### config.mk
export PLATFORM = sky130hd
export DESIGN_NAME = serial_subtractor
export DESIGN_NICKNAME = d
export VERILOG_FILES = /design/src/rtl/serial_subtractor.sv
export SDC_FILE = /design/constraint.sdc
export NUM_CORES = 1
export LEC_CHECK = 0
export CAP_MARGIN = 0
export CORE_UTILIZATION = 35
export CTS_CLUSTER_DIAMETER = 40
export DETAILED_ROUTE_END_ITERATION = 8
export PLACE_DENSITY = 0.64
export RECOVER_POWER = 25
export SYNTH_ARGS = -nofsm -noshare
export SYNTH_HDL_FRONTEND = slang
export SYNTH_SLANG_ARGS = --single-unit
### constraint.sdc
create_clock -name CLK -period 1.35 [get_ports CLK]
set_input_delay 0.27 -clock CLK [delete_from_list [all_inputs] [get_ports CLK]]
set_output_delay 0.27 -clock CLK [all_outputs]
set_load 0.1 [all_outputs]
### src/rtl/serial_subtractor.sv
// Bit-serial unsigned subtractor: computes X-Y one bit per cycle, LSB first.
// BUSY covers RUN and DONE; DONE is a single-cycle completion pulse.
// D and B hold the last completed result until the next completion or reset.
module serial_subtractor #(
  parameter int unsigned WIDTH = 8
) (
  input  logic             CLK,
  input  logic             RST,
  input  logic             START,
  input  logic [WIDTH-1:0] X,
  input  logic [WIDTH-1:0] Y,
  output logic             BUSY,
  output logic             DONE,
  output logic [WIDTH-1:0] D,
  output logic             B
);

  // Wide enough to hold WIDTH, so the counter never wraps during RUN.
  localparam int unsigned CW = $clog2(WIDTH + 1);
  localparam logic [CW-1:0] LastBit = CW'(WIDTH - 1);

  typedef enum logic [1:0] {StIdle, StRun, StDone} state_e;

  state_e           state_q, state_d;
  logic [WIDTH-1:0] x_q, x_d;
  logic [WIDTH-1:0] y_q, y_d;
  logic [WIDTH-1:0] r_q, r_d;
  logic             b_q, b_d;
  logic [CW-1:0]    cnt_q, cnt_d;
  logic [WIDTH-1:0] d_q, d_d;
  logic             bo_q, bo_d;
  logic             diff;

  // State and datapath registers; everything clears asynchronously on RST.
  always_ff @(posedge CLK or posedge RST) begin
    if (RST) begin
      state_q <= StIdle;
      x_q     <= '0;
      y_q     <= '0;
      r_q     <= '0;
      b_q     <= 1'b0;
      cnt_q   <= '0;
      d_q     <= '0;
      bo_q    <= 1'b0;
    end else begin
      state_q <= state_d;
      x_q     <= x_d;
      y_q     <= y_d;
      r_q     <= r_d;
      b_q     <= b_d;
      cnt_q   <= cnt_d;
      d_q     <= d_d;
      bo_q    <= bo_d;
    end
  end

  // Next-state logic and one full-subtractor bit per RUN cycle.
  always_comb begin
    state_d = state_q;
    x_d     = x_q;
    y_d     = y_q;
    r_d     = r_q;
    b_d     = b_q;
    cnt_d   = cnt_q;
    d_d     = d_q;
    bo_d    = bo_q;
    diff    = x_q[0] ^ y_q[0] ^ b_q;

    case (state_q)
      StIdle: begin
        if (START) begin
          x_d     = X;
          y_d     = Y;
          r_d     = '0;
          b_d     = 1'b0;
          cnt_d   = '0;
          state_d = StRun;
        end
      end
      StRun: begin
        x_d           = x_q >> 1;
        y_d           = y_q >> 1;
        r_d           = r_q >> 1;
        r_d[WIDTH-1]  = diff;
        b_d           = (~x_q[0] & y_q[0]) | (~(x_q[0] ^ y_q[0]) & b_q);
        cnt_d         = cnt_q + 1'b1;
        if (cnt_q == LastBit) begin
          // Publish the completed result on the same edge as the last bit.
          d_d     = r_d;
          bo_d    = b_d;
          state_d = StDone;
        end
      end
      StDone: begin
        state_d = StIdle;
      end
      default: begin
        state_d = StIdle;
      end
    endcase
  end

  // Status and result outputs come straight from registers.
  always_comb begin
    BUSY = (state_q != StIdle);
    DONE = (state_q == StDone);
    D    = d_q;
    B    = bo_q;
  end

endmodule
==> flow_summary.yaml <==
status:
  status: "finished with violations"
  violations: "negative setup slack"
floorplan:
  start_util: 0.362
  rows: 25
  dieArea_um2: 5170
  dieWidth_um: 71.9
  io_pins: 30
  die_h_um: 71.9
  fp.coreArea_um2: 4720
routing:
  ant_nets: 0
  drc: 0
  first_iter_violations: 55
  num_vias: 1293
  wl_um: 3530
  vias_per_cell: 4.81
  routedWlPerCell_um: 13.1
  drt-pass1-iter-count: 3
power:
  power_density_nw_per_um2: 2390
  switchingPower_w: 0.00251
  clkPwrFrac: 0.161
  max-vdd-ir-drop_mv: 1.11
  combPwrFrac: 0.521
  p_int_w: 0.00368
  switching_share: 0.406
  seq_power_share: 0.318
  total_leakage_power_nw: 1.22
logic_synthesis:
  async_flop_share: 1.00
  ys_ff_latch: 39
  synth_cell_types: 26
  avgSynthCellArea_um2: 11.4
  yosys_warnings: 0
  syn_area_um2: 1710
  seq_area_frac_synth: 0.571
  synth-main-ff-cell: "dfrtp_1"
  synthTopCellsByArea: "dfrtp_1, and3b_1, mux2_2"
  synth_top_area_frac: 0.571
  synth_cells: 150
  synth_edf_count: 0
  synth_nets: 171
  synth_top_area_cell: "dfrtp_1"
placed_design:
  place_congestion: 0.757
  numPortBuffers: 29
  hpwl_um: 2380
  dpl_worst_slack_ps: -112
setup_path:
  crit_arrival_ps: 1230
  path_class: "reg -> out"
  cp-start-kind: "register"
  crit_required_ps: 1080
  cp_max_fo: 3
  crit_path_end_kind: "primary output"
cts:
  clock_latency_ps: 290
  clk_pin_slew_ps: 70
  cts_tree: "yes"
  cts_max_path_buffers: 2
  clockRootBuffer: "clkbuf_8"
  cts.sinks: 39
  numCtsBuffers: 5
  htreeDepth: 2
finish:
  fill_cells: 412
  drive_gt1_frac: 0.327
  n_antenna_cell: 0
  areaGrowthSynthToFinish_pct: 51.4
  fin_nets: 222
  final_cell_mix: "dfrtp_1, clkdlybuf4s50_1"
  final_core_util: 0.548
  final_common_cell: "dfrtp_1"
sta:
  fin_crit_sh: 1.11
  finalSetupViolCount: 37
  min_period_ps: 1500
  tightest_slew_ps: 866
  rsz0062_at_grt: "true"
  skew_ps: 3.84
  whs_ps: 493
  layout_setup_ws_ps: -152
  fmaxAchievable_ghz: 0.666
  max_slew_margin: 0.423
  hold_violations: 0
  drv_slew: 0
global_route:
  grt_pass1_vias: 1345
  antenna_found_initial: 0
  grtUsageTotal: 0.154
  grt_max_degree: 40
  grt_pass1_wl_um: 6100
  grt.overflow.total: 0
worst_hold_path:
  worstHoldPathType: "reg -> reg"
job:
  drv_cap: 0
state kept, by name (all words and copies together) (netlist names):
| signal | flops |
|---|---|
| state_q | 2 |
| r_q | 7 |
| cnt_q | 4 |
| B | 1 |
| D | 8 |
| b_q | 1 |
| y_q | 8 |
| x_q | 8 |
critical path, stage by stage (launching register included):
cell	delay, ps
dfrtp_1	410
buf_8	140
nor2_4	130
clkinvlp_4	110
buf_12	170
power by group through the flow:
stage / clock network [W] / registers [W] / logic [W]
finish: 0.000997 / 0.00197 / 0.00323
floorplan: 0 / 0.00275 / 0.00110
CTS: 0.00102 / 0.00197 / 0.00310
global route: 0.00108 / 0.00203 / 0.00344
detailed placement: 0 / 0.00199 / 0.00298
global placement: 0 / 0.00196 / 0.00292
cell type report:
| type | count | area (µm²) | area share |
|---|---|---|---|
| clock buffer | 6 | 82.6 | 0.0319 |
| clock inverter | 2 | 35.0 | 0.0135 |
| inverter | 6 | 28.8 | 0.0111 |
| multi-input combinational | 95 | 727 | 0.281 |
| sequential | 39 | 976 | 0.377 |
| tap | 67 | 83.8 | 0.0324 |
| timing repair buffer | 54 | 657 | 0.254 |
kinds of logic after synthesis:
kind of cell | count (synthesis) | synth area share
AOI/OAI and AO/OA | 45 | 0.166
muxes | 10 | 0.0644
buffers and inverters | 16 | 0.0402
adders and majority gates | 2 | 0.0190
and+or+nand+nor | 38 | 0.140
DFF | 39 | 0.571
through the flow:
step	setup TNS (ps)	cell area [µm²]	cells	power, W
6_report	-2200	2590	269	0.00620
5_1_grt	-3730	2590	269	0.00655
4_1_cts	-1100	2540	267	0.00609
3_5_place_dp	-2360	2350	256	0.00496
3_3_place_gp	-1680	2350	256	0.00488
2_1_floorplan	-1240	1750	150	0.00385
worst paths after layout:
path | from | depth (start not counted) | slack [ps] | to
min in group asynchronous | RST | 3 | 550 | D[5]
worst min-delay path | y_q[2] | 2 | 490 | y_q[2]
max in group asynchronous | RST | 3 | 260 | state_q[1]
worst max-delay path | state_q[1] | 4 | -150 | BUSY
worst max register to register | state_q[1] | 4 | -120 | D[5]
worst min register to register | y_q[2] | 2 | 490 | y_q[2]
timing repair:
item / in CTS / in global routing
setup endpoints to repair: 12 / 33
endpoints found under the hold margin: 0 / 0
hold buffers: 0 / 0
pin swaps: 1 / 11
resized for setup: 11 / 28
buffers inserted: 3 / 2
synthesized netlist by cell type (2+ instances only):
| master | n |
|---|---|
| o21ai_0 | 14 |
| dfrtp_1 | 39 |
| a32o_1 | 2 |
| a21oi_1 | 15 |
| nor2b_1 | 2 |
| nand2b_1 | 2 |
| clkbuf_1 | 5 |
| inv_1 | 6 |
| o22ai_1 | 2 |
| and3b_1 | 14 |
| a22o_1 | 8 |
| mux2_2 | 8 |
| nand2_1 | 15 |
| mux2i_1 | 2 |
| nor2_1 | 2 |
| buf_2 | 4 |
per-layer routing:
metal	vias up	track usage	part of all wire
met4	0	0.0458	0.025
met5	-	0	0
met1	615	0.193	0.45
met2	35	0.257	0.47
met3	9	0.0500	0.047
li1	634	-	-
Note: power is estimated with default switching activity, not from simulation.
